## src/rtl/wb_stage_pkg.sv

```systemverilog
// -----------------------------------------------------------------------------
// wb_stage_pkg
// Shared pipeline definitions used by control and by the write-back stage:
//   - load type encodings (LW/LB/LBU/LH/LHU; unused codes behave as LW)
//   - register-zero index (writes to it are suppressed)
//   - MEM/WB pipeline entry layout
// -----------------------------------------------------------------------------
package wb_stage_pkg;

    typedef enum logic [2:0] {
        LT_LW  = 3'b000,
        LT_LB  = 3'b001,
        LT_LBU = 3'b010,
        LT_LH  = 3'b011,
        LT_LHU = 3'b100
    } load_type_e;

    localparam logic [4:0] REG_ZERO = 5'd0;

    typedef struct packed {
        logic        valid;
        logic        regWrite;
        logic        memToReg;
        logic [2:0]  loadType;
        logic [4:0]  writeReg;
        logic [31:0] aluResult;
        logic [31:0] memData;
    } wb_entry_t;

endpackage

```

## src/rtl/wb_stage_load_extend.sv

```systemverilog
// -----------------------------------------------------------------------------
// load_extend
// Combinational byte/halfword selection and sign/zero extension of load data,
// plus alignment checking for the selected access size.
// Ports:
//   loadType   [2:0]  load type code (see wb_stage_pkg)
//   addr       [1:0]  low address bits (aluResult[1:0])
//   memData    [31:0] raw word returned by memory
//   data       [31:0] extended load result
//   misaligned        access is not naturally aligned (LW, LH, LHU only)
// -----------------------------------------------------------------------------
module load_extend
    import wb_stage_pkg::*;
(
    input  logic [2:0]  loadType,
    input  logic [1:0]  addr,
    input  logic [31:0] memData,
    output logic [31:0] data,
    output logic        misaligned
);

    logic [7:0]  w_byte;
    logic [15:0] w_half;

    always_comb begin
        w_byte     = memData[{addr, 3'b000} +: 8];
        w_half     = addr[1] ? memData[31:16] : memData[15:0];
        data       = memData;
        misaligned = (addr != 2'b00);
        case (loadType)
            LT_LB: begin
                data       = {{24{w_byte[7]}}, w_byte};
                misaligned = 1'b0;
            end
            LT_LBU: begin
                data       = {24'd0, w_byte};
                misaligned = 1'b0;
            end
            LT_LH: begin
                data       = {{16{w_half[15]}}, w_half};
                misaligned = addr[0];
            end
            LT_LHU: begin
                data       = {16'd0, w_half};
                misaligned = addr[0];
            end
            LT_LW: begin
                data       = memData;
                misaligned = (addr != 2'b00);
            end
            default: begin
                // Reserved codes fall back to a full-word load.
                data       = memData;
                misaligned = (addr != 2'b00);
            end
        endcase
    end

endmodule

```

## src/rtl/wb_stage.sv

```systemverilog
// -----------------------------------------------------------------------------
// wb_stage
// MEM/WB pipeline register and write-back logic.
// Ports:
//   clk, rst                 clock, asynchronous active-high reset
//   stall, flush             hold / kill the MEM/WB entry (flush wins)
//   in_*                     fields from the MEM stage
//   regWrite/writeReg/       register-file write port (file writes on negedge)
//   writeData
//   fwd_valid/fwd_reg/       forwarding to decode/execute
//   fwd_data
//   misalign                 sticky load-alignment error
//   commit_count             number of committed register writes (wraps)
// -----------------------------------------------------------------------------
module wb_stage
    import wb_stage_pkg::*;
#(
    parameter int COUNT_W = 32
) (
    input  logic               clk,
    input  logic               rst,
    input  logic               stall,
    input  logic               flush,
    input  logic               in_valid,
    input  logic               in_regWrite,
    input  logic               in_memToReg,
    input  logic [2:0]         in_loadType,
    input  logic [4:0]         in_writeReg,
    input  logic [31:0]        in_aluResult,
    input  logic [31:0]        in_memData,
    output logic               regWrite,
    output logic [4:0]         writeReg,
    output logic [31:0]        writeData,
    output logic               fwd_valid,
    output logic [4:0]         fwd_reg,
    output logic [31:0]        fwd_data,
    output logic               misalign,
    output logic [COUNT_W-1:0] commit_count
);

    wb_entry_t          r_entry;
    logic               r_written;
    logic               r_misalign;
    logic [COUNT_W-1:0] r_count;

    logic [31:0]        w_ext_data;
    logic               w_ext_misaligned;
    logic               w_misaligned;
    logic               w_can_write;
    logic               w_regWrite;

    load_extend u_load_extend (
        .loadType   (r_entry.loadType),
        .addr       (r_entry.aluResult[1:0]),
        .memData    (r_entry.memData),
        .data       (w_ext_data),
        .misaligned (w_ext_misaligned)
    );

    always_comb begin
        // Alignment only matters when the result actually comes from memory.
        w_misaligned = w_ext_misaligned & r_entry.memToReg;
        w_can_write  = r_entry.valid & r_entry.regWrite
                     & (r_entry.writeReg != REG_ZERO) & ~w_misaligned;
        // The written flag gates only the port, not forwarding, so a stalled
        // entry keeps forwarding while writing the file exactly once.
        w_regWrite   = w_can_write & ~r_written;
    end

    always_ff @(posedge clk or posedge rst) begin
        if (rst) begin
            r_entry    <= '0;
            r_written  <= 1'b0;
            r_misalign <= 1'b0;
            r_count    <= '0;
        end else begin
            if (flush) begin
                r_entry.valid <= 1'b0;
                r_written     <= 1'b0;
            end else if (!stall) begin
                r_entry.valid     <= in_valid;
                r_entry.regWrite  <= in_regWrite;
                r_entry.memToReg  <= in_memToReg;
                r_entry.loadType  <= in_loadType;
                r_entry.writeReg  <= in_writeReg;
                r_entry.aluResult <= in_aluResult;
                r_entry.memData   <= in_memData;
                r_written         <= 1'b0;
            end else if (w_regWrite) begin
                r_written <= 1'b1;
            end

            if (r_entry.valid && w_misaligned) begin
                r_misalign <= 1'b1;
            end

            if (w_regWrite) begin
                r_count <= r_count + COUNT_W'(1);
            end
        end
    end

    always_comb begin
        regWrite     = w_regWrite;
        writeReg     = r_entry.writeReg;
        writeData    = r_entry.memToReg ? w_ext_data : r_entry.aluResult;
        fwd_valid    = w_can_write;
        fwd_reg      = r_entry.writeReg;
        fwd_data     = writeData;
        misalign     = r_misalign;
        commit_count = r_count;
    end

endmodule

```

## config.mk

```make
export PLATFORM = sky130hd
export DESIGN_NAME = wb_stage
export DESIGN_NICKNAME = d
export VERILOG_FILES = /design/src/rtl/wb_stage_pkg.sv /design/src/rtl/wb_stage_load_extend.sv /design/src/rtl/wb_stage.sv
export SDC_FILE = /design/constraint.sdc
export NUM_CORES = 1
export LEC_CHECK = 0
export CAP_MARGIN = 40
export CELL_PAD_IN_SITES_DETAIL_PLACEMENT = 1
export CELL_PAD_IN_SITES_GLOBAL_PLACEMENT = 1
export CORE_UTILIZATION = 32
export CTS_BUF_LIST = sky130_fd_sc_hd__clkbuf_8 sky130_fd_sc_hd__clkbuf_16
export DETAILED_ROUTE_END_ITERATION = 10
export PLACE_DENSITY = 0.83
export SLEW_MARGIN = 0
export SYNTH_ARGS = -nofsm -noshare
export SYNTH_HDL_FRONTEND = slang
export SYNTH_SLANG_ARGS = --single-unit
```

## constraint.sdc

```tcl
create_clock -name clk -period 3 [get_ports clk]
set_input_delay 0.3 -clock clk [delete_from_list [all_inputs] [get_ports clk]]
set_output_delay 0.3 -clock clk [all_outputs]
set_load 0.02 [all_outputs]
```

**Word level (Yosys, flattened, before mapping)**

Index checks and enable logic that the tools add are counted.

- Add/subtract/negate cells: 1
- Multipliers: 0
- Div/mod/pow operators: 0
- Magnitude comparators: 0
- Eq/ne operators: 6
- Shift operators: 1
- Mux-type cells: 9
- Bitwise logic cells: 9
- Reduce and logical (&&, ||, !) cells: 6

Operators with widths:

| operator | number |
|---|---|
| $pmux W32 S4 | 1 |
| $mux W75 | 1 |
| $add A32 B1 Y32 const B | 1 |
| $mux W32 | 1 |
| $shiftx A32 B6 Y8 | 1 |
| $mux W16 | 1 |
| $eq A3 B2 Y1 const B | 2 |
| $and A1 B1 Y1 | 5 |
| $reduce_bool A5 Y1 | 1 |
| $mux W1 | 4 |
| $not A1 Y1 | 4 |
| $reduce_or A2 Y1 | 2 |
| $eq A3 B1 Y1 const B | 1 |
| $eq A3 B3 Y1 const B | 1 |
| $ne A3 B1 Y1 const B | 1 |
| $ne A2 B1 Y1 const B | 1 |
| $pmux W1 S2 | 1 |
| $reduce_and A2 Y1 | 1 |
| $reduce_bool A2 Y1 | 1 |
| $logic_and A1 B1 Y1 | 1 |

- Bits in registers: 109
- Latch bits: 0
- Bits in writable memories: 0
- ROM bits: 0
- Input bits: 79
- Output and inout port bits: 109
- Logic and storage cells: 42
- Memories: 0

**Depth between registers and ports, before layout**

Gate-level depths: netlist of the first run.

- Word-level depth: 10
- Depth in mapped cells: 9

**Cells and area by module**

From an unflattened synthesis of the first run, not the netlist that was laid out.

- Cells, all modules: 534
- Area total of the unflattened synthesis: 5,973.2 sq um

Modules (own cells, without submodules):

| module | instances | cells an instance | area each (sq um) |
|---|---|---|---|
| wb_stage | 1 | 378 | 5,019.8 |
| load_extend | 1 | 156 | 953.4 |

**Worst setup path before layout of the first run**

OpenSTA, ideal clock, no wires.

- Kind: register -> output
- From: register, netlist name r_entry[71]
- To: output writeData[6]
- Data arrival time: 2.117 ns
- Path slack: 0.583 ns
- Stages on the path, launching flop included: 8
- Buffers on the path: 3
- Path through: dfrtp_1 -> clkbuf_1 -> or3b_2 -> clkbuf_1 -> o221ai_1 -> a222oi_1 -> a21oi_1 -> buf_4

- Cells in the longest elaborated chain, start to end: 3
- Elaborated cells between the ends (all ways): 6

RTL lines:

| what | RTL line | source |
|---|---|---|
| $eq A3 B3 Y1 (tied with other cells) | wb_stage_load_extend.sv:30 | `case (loadType)` |
| $pmux W32 S4 (*) | wb_stage_load_extend.sv:30 |  |
| $mux W32 (*) | wb_stage.sv:106 | `writeData = r_entry.memToReg ? w_ext_data : r_entry.aluResult;` |
| to (decl) | wb_stage.sv:33 | `output logic [31:0] writeData,` |

Every way passes the cells marked *; elsewhere a longest branch is shown, timed or not.

**Worst setup path after layout of the first run**

- From: register, netlist name r_entry[70]
- To: output fwd_data[13]

- Cells in the longest elaborated chain, start to end: 3
- Elaborated cells between the ends (all ways): 6

RTL lines:

| what | RTL line | source |
|---|---|---|
| $eq A3 B3 Y1 (tied with other cells) | wb_stage_load_extend.sv:30 |  |
| $pmux W32 S4 (*) | wb_stage_load_extend.sv:30 |  |
| $mux W32 (*) | wb_stage.sv:106 |  |
| to (decl) | wb_stage.sv:36 | `output logic [31:0] fwd_data,` |

Marks and branches as above.

==> results of run 1 <==
==> per-stage QoR <==
| stage | area (um2) | power, uW | utilization (%) |
|---|---|---|---|
| after floorplan | 5730 | 3040 | - |
| after global placement | 7660 | 3820 | 44.0 |
| after detailed placement | 7660 | 3870 | 44.0 |
| after CTS | 7960 | 5070 | 45.7 |
| after global routing | 8020 | 5270 | 46.0 |
| final | 8020 | 5000 | 46.0 |
==> Yosys cell counts (all sizes together), types with 2 or more instances <==
library cell,instances,area (um2)
dfrtp,109,2730
mux2,76,856
buf,50,362
nand2,40,150
nor2,40,158
a21oi,37,189
xnor2,29,254
clkbuf,22,82.6
o21ai,19,95.1
nand3,18,90.1
nand4,11,68.8
and3,10,62.6
inv,10,37.5
nand2b,7,43.8
nor2b,6,37.5
a222oi,5,50.1
a22oi,5,37.5
and4,4,35.0
mux2i,4,40.0
o22ai,4,25.0
xor2,4,35.0
a31oi,3,18.8
a32oi,3,26.3
and2,3,21.3
a21o,2,15.0
nand3b,2,15.0
==> layout by cell type (no fill, tap or decap), types with 7 or more instances in the layout <==
cell type and instances:
xnor2_1 29, dlymetal6s2s_1 19, mux2_2 76, nand3_1 17
clkbuf_16 9, dfrtp_1 107, and3_1 10, inv_1 9
nand4_1 11, nor2_1 38, buf_4 22, clkdlybuf4s50_1 127
o21ai_0 18, a21oi_1 35, nand2b_1 7, dlygate4sd2_1 41
nand2_1 40
==> cell type report <==
type | instances | area, um2
fill | 1899 | 9400
sequential | 109 | 2730
multi-input combinational | 349 | 2560
timing repair buffer | 212 | 2080
tap | 225 | 282
clock buffer | 11 | 253
clock inverter | 5 | 66.3
inverter | 10 | 41.3
==> cells by family after synthesis <==
group | synth area share (%)
AOI/OAI and AO/OA | 10.3
xor gates and xnor gates | 5.04
adders and majority gates | 0.218
buffers and inverters | 8.41
DFF | 47.6
muxes | 16.0
and+or+nand+nor | 12.4
==> power groups by stage <==
stage | Combinational [uW] | Clock [uW] | Sequential, uW
detailed placement | 2020 | 0 | 1840
global placement | 1990 | 0 | 1830
CTS | 1930 | 1320 | 1820
finish | 1900 | 1290 | 1820
floorplan | 1230 | 0 | 1810
global route | 2030 | 1390 | 1850
==> timing repair <==
action,in CTS,in global routing
gates resized for setup,48,23
setup endpoints to repair,54,21
gates cloned,0,0
pin swaps,5,0
buffers inserted,2,0
==> worst paths after layout <==
| kind | slack (ps) | from | to |
|---|---|---|---|
| max in group asynchronous | 1830 | rst | commit_count[19] |
| worst max-delay path | 100 | r_entry[70] | fwd_data[13] |
| worst min register to register | 480 | misalign | misalign |
| min in group clk | 480 | misalign | misalign |
| worst max register to register | 470 | r_entry[70] | commit_count[26] |
| worst min-delay path | 480 | rst | fwd_reg[4] |
==> per-layer routing <==
layer  routed length, um  vias up  global-route usage [%]  part of all wire [%]
li1                    -     2158                       -                     -
met2                9470      128                    36.8                    52
met4                 179        2                    3.56                  0.98
met1                7550     2380                    25.1                    41
met5                  12        -                       0                 0.066
met3                1040       19                    6.30                   5.7
==> flow_summary.toml, run 1 <==
[run_status]
status = "complete, no violations"

[synthesis]
synth_area_mm2 = 0.00573
synth.distinct_cells = 49
syn_inst = 540
synthFlopType = "dfrtp_1"
ys_ff_latch = 109
ys_seq_area_share_pct = 47.6
async_flop_share_pct = 100
synth_edf_count = 0
synth_nets = 620
ys_warn_count = 0
avgSynthCellArea_um2 = 10.6

[sta]
worst_slew_pin_slew_ps = 802
rsz0062_at_grt = "false"
setup-violations-final = 0
period_minus_slack_ps = 2900
postLayoutSetupSlackWorst_ps = 103
final.setup.tns_ps = 0
hold_viol = 0
skew_ps = 7.00
holdWs_ps = 476
finalCritPeriodShare_pct = 96.6
fmax_mhz = 345
slew_violations = 0
relSlewSlack_pct = 46.4

[die]
die_w_um = 136
row_count = 48
start_util_pct = 32.9
io_pins = 188
core-area_mm2 = 0.0174
dieArea_mm2 = 0.0184
die_y_um = 136

[pwr]
switching_power_uw = 1790
clockPowerShare_pct = 25.8
power_density_mw_per_mm2 = 624
sw_frac_of_total_pct = 35.9
irDropWorstVdd_mv = 0.458
pwr-share-comb_pct = 37.9
seqPwrFrac_pct = 36.3
leakagePower_uw = 0.00351
p_int_uw = 3210

[critical_path]
critPathArrivalTime_ps = 2600
cp_slowest_stage_delay_ps = 640
slowest_stage = "clkdlybuf4s50_1"
required_ps = 2700
critPathTopFamily = "buffers and inverters"
worst-path-buf-inv = 3
critical_path_cell_count = 8
path_max_fanout = 11
start_kind = "flip-flop"
r2r_cells = 7
cp-end-kind = "output port"
crit_chain = "buf_4 -> nor2_4 -> buf_4 -> a32oi_1 -> o22ai_1 -> a21oi_1 -> a21oi_1 -> clkdlybuf4s50_1"
critPathKind = "reg -> out"

[routing]
first_pass_iters = 7
drt_iter0_drc = 230
drcViolationCount = 0
detail-route-antenna-nets = 0
num_vias = 4687
via_per_inst = 5.09
wl_mm = 18.2
wl_per_cell_um = 19.8

[grt]
grt_antenna_before_repair = 1
grt_max_degree = 53
grt_pass1_wl_mm = 29.1
grt_pass1_vias = 5172
grt.overflow.total = 0
grtUsageTotal_pct = 20.8

[placement]
dpl.hpwl_mm = 13.6
place_inst = 903
numPortBuffers = 187
gp_congestion = 0.798
dpl_worst_slack_ps = 83.0

[clock_tree]
cts_max_level = 3
clkTransAtPathRegs_ps = 70
cts_buffer_depth = 2
hold_buffers = 0
root_buffer = "clkbuf_16"
clk-insertion-delay-late_ps = 360
cts_tree = "done"
cts_buffers = 9
cts.sinks = 109

[flow_run]
max-cap-violations = 0

[cells_and_area]
antennaDiodeCount = 0
nets = 771
fin_cells = 921
largest_reg_flops = 70
drive_gt1_share_pct = 19.4
synthToLayoutAreaGrowth_pct = 39.9

[hold_path]
hp-class = "in -> async"
(Power assumes the default switching activity.)
==> inputs of run 2 (changes only) <==
- GPL_ROUTABILITY_DRIVEN: default -> 0
- SLEW_MARGIN: 0 -> 20
==> flow_summary.toml, run 2 (synthesis results as in run 1) <==
[pwr]
leakagePower_uw = 0.00342
power_density_mw_per_mm2 = 621
irDropWorstVdd_mv = 0.338

[routing]
first_pass_iters = 5
wl_mm = 17.5
drt_iter0_drc = 142
drcViolationCount = 0
via_per_inst = 5.04
num_vias = 4654
wl_per_cell_um = 19.0
detail-route-antenna-nets = 0

[sta]
fmax_mhz = 346
period_minus_slack_ps = 2890
rsz0062_at_grt = "false"
relSlewSlack_pct = 52.7
slew_violations = 0
setup-violations-final = 0
worst_slew_pin_slew_ps = 709
finalCritPeriodShare_pct = 96.4
final.setup.tns_ps = 0
skew_ps = 11.6
hold_viol = 0

[grt]
grt_pass1_wl_mm = 27.0
grt.overflow.total = 0
grtUsageTotal_pct = 19.3
grt_antenna_before_repair = 0
grt_max_degree = 79
grt_pass1_vias = 4939

[critical_path]
critPathKind = "reg -> out"
required_ps = 2700
start_kind = "flip-flop"
cp_common_cell = "a21oi_1"
cp_slowest_stage_delay_ps = 570
crit_chain = "mux4_2 -> nand2b_1 -> a21oi_1 -> nor2b_2 -> buf_6 -> a21oi_1 -> clkdlybuf4s50_1"
critPathArrivalTime_ps = 2590
slowest_stage = "mux4_2"
path_max_fanout = 13
cp-end-kind = "output port"

[cells_and_area]
nets = 774
synthToLayoutAreaGrowth_pct = 40.6
largest_reg_flops = 70
drive_gt1_share_pct = 20.0
postLayoutCoreUtil_pct = 46.3
final_cell_mix = "clkdlybuf4s50_1, dfrtp_1, mux2_2, nand2_1, nor2_1"
antennaDiodeCount = 0
final_common_cell = "clkdlybuf4s50_1"

[clock_tree]
cts_tree = "done"
cts_max_level = 3
hold_buffers = 0
cts_buffers = 9
clk-insertion-delay-late_ps = 360
cts.sinks = 109
root_buffer = "clkbuf_16"
cts_buffer_depth = 2
clkTransAtPathRegs_ps = 80

[hold_path]
hp-class = "in -> async"

[die]
dieArea_mm2 = 0.0184
die_w_um = 136
die_y_um = 136
core-area_mm2 = 0.0174
row_count = 48
start_util_pct = 32.9
io_pins = 188

[placement]
dpl.hpwl_mm = 13.0
numPortBuffers = 187

[run_status]
status = "complete, no violations"

[flow_run]
max-cap-violations = 0
## run 2: cell count changes in the layout (fill, tap and decap cells not counted), sizes merged
| cell | change |
|---|---|
| clkinv | +2 |
| clkdlybuf4s50 | +24 |
| buf | +3 |
| inv | -1 |
| clkinvlp | +1 |
| dlymetal6s2s | -7 |
| clkbuf | -2 |
| dlygate4sd2 | -17 |
## run 2: path summary, 6_finish.rpt
path	startpoint	to	slack (ps)	depth (start not counted)
worst max register to register	r_entry[70]	commit_count[8]	530	7
worst max-delay path	r_entry[32]	fwd_data[25]	110	7
worst min-delay path	rst	r_entry[74]	160	2
min in group clk	commit_count[29]	commit_count[29]	490	1
worst min register to register	commit_count[29]	commit_count[29]	490	1
max in group asynchronous	rst	r_entry[19]	2200	4
## run 2: repair_timing
action / CTS / global route
setup endpoints to repair: 60 / 32
cloned: 0 / 0
pin swaps: 3 / 1
setup buffers: 4 / 5
resized for setup: 35 / 13
## run 2: layout make-up
cell class / count / area [um2]
Tap cell: 225 / 282
Clock inverter: 7 / 73.8
Clock buffer: 9 / 225
Inverter: 10 / 41.3
Sequential cell: 109 / 2730
Timing Repair Buffer: 215 / 2140
Fill cell: 1895 / 9360
Multi-Input combinational cell: 349 / 2560
## run 2: metal layers
metal  vias to the layer above  track usage [%]  share of wire [%]
met3                        21             5.59                5.8
li1                       2155                -                  -
met5                         -                0                  0
met4                         0             5.74                2.2
met1                      2347             22.8                 41
met2                       131             33.7                 51
## run 2: per-stage QoR
stage	instance area, um2	total power (uW)	hold WS (ps)	std cells	worst slack [ps]
after CTS	7970	5060	429	918	0.163
after floorplan	5730	3040	366	540	583
after global placement	7630	3780	463	898	238
final	8060	5000	160	924	107
after global routing	8060	5250	151	924	1.21
after detailed placement	7630	3840	482	898	165
## run 2: where the power goes
group	internal, uW	switching [uW]
sequential	1650	169
clock	652	579
combinational	909	1050
## run 2: worst max-delay path: cells and delay by family, from the launching register on
kind,cells,cell delay (ps)
AO/OA/AOI/OAI,2,190
buffers and inverters,2,750
flip-flops,1,440
multiplexers,1,570
AND/OR/NAND/NOR,2,290
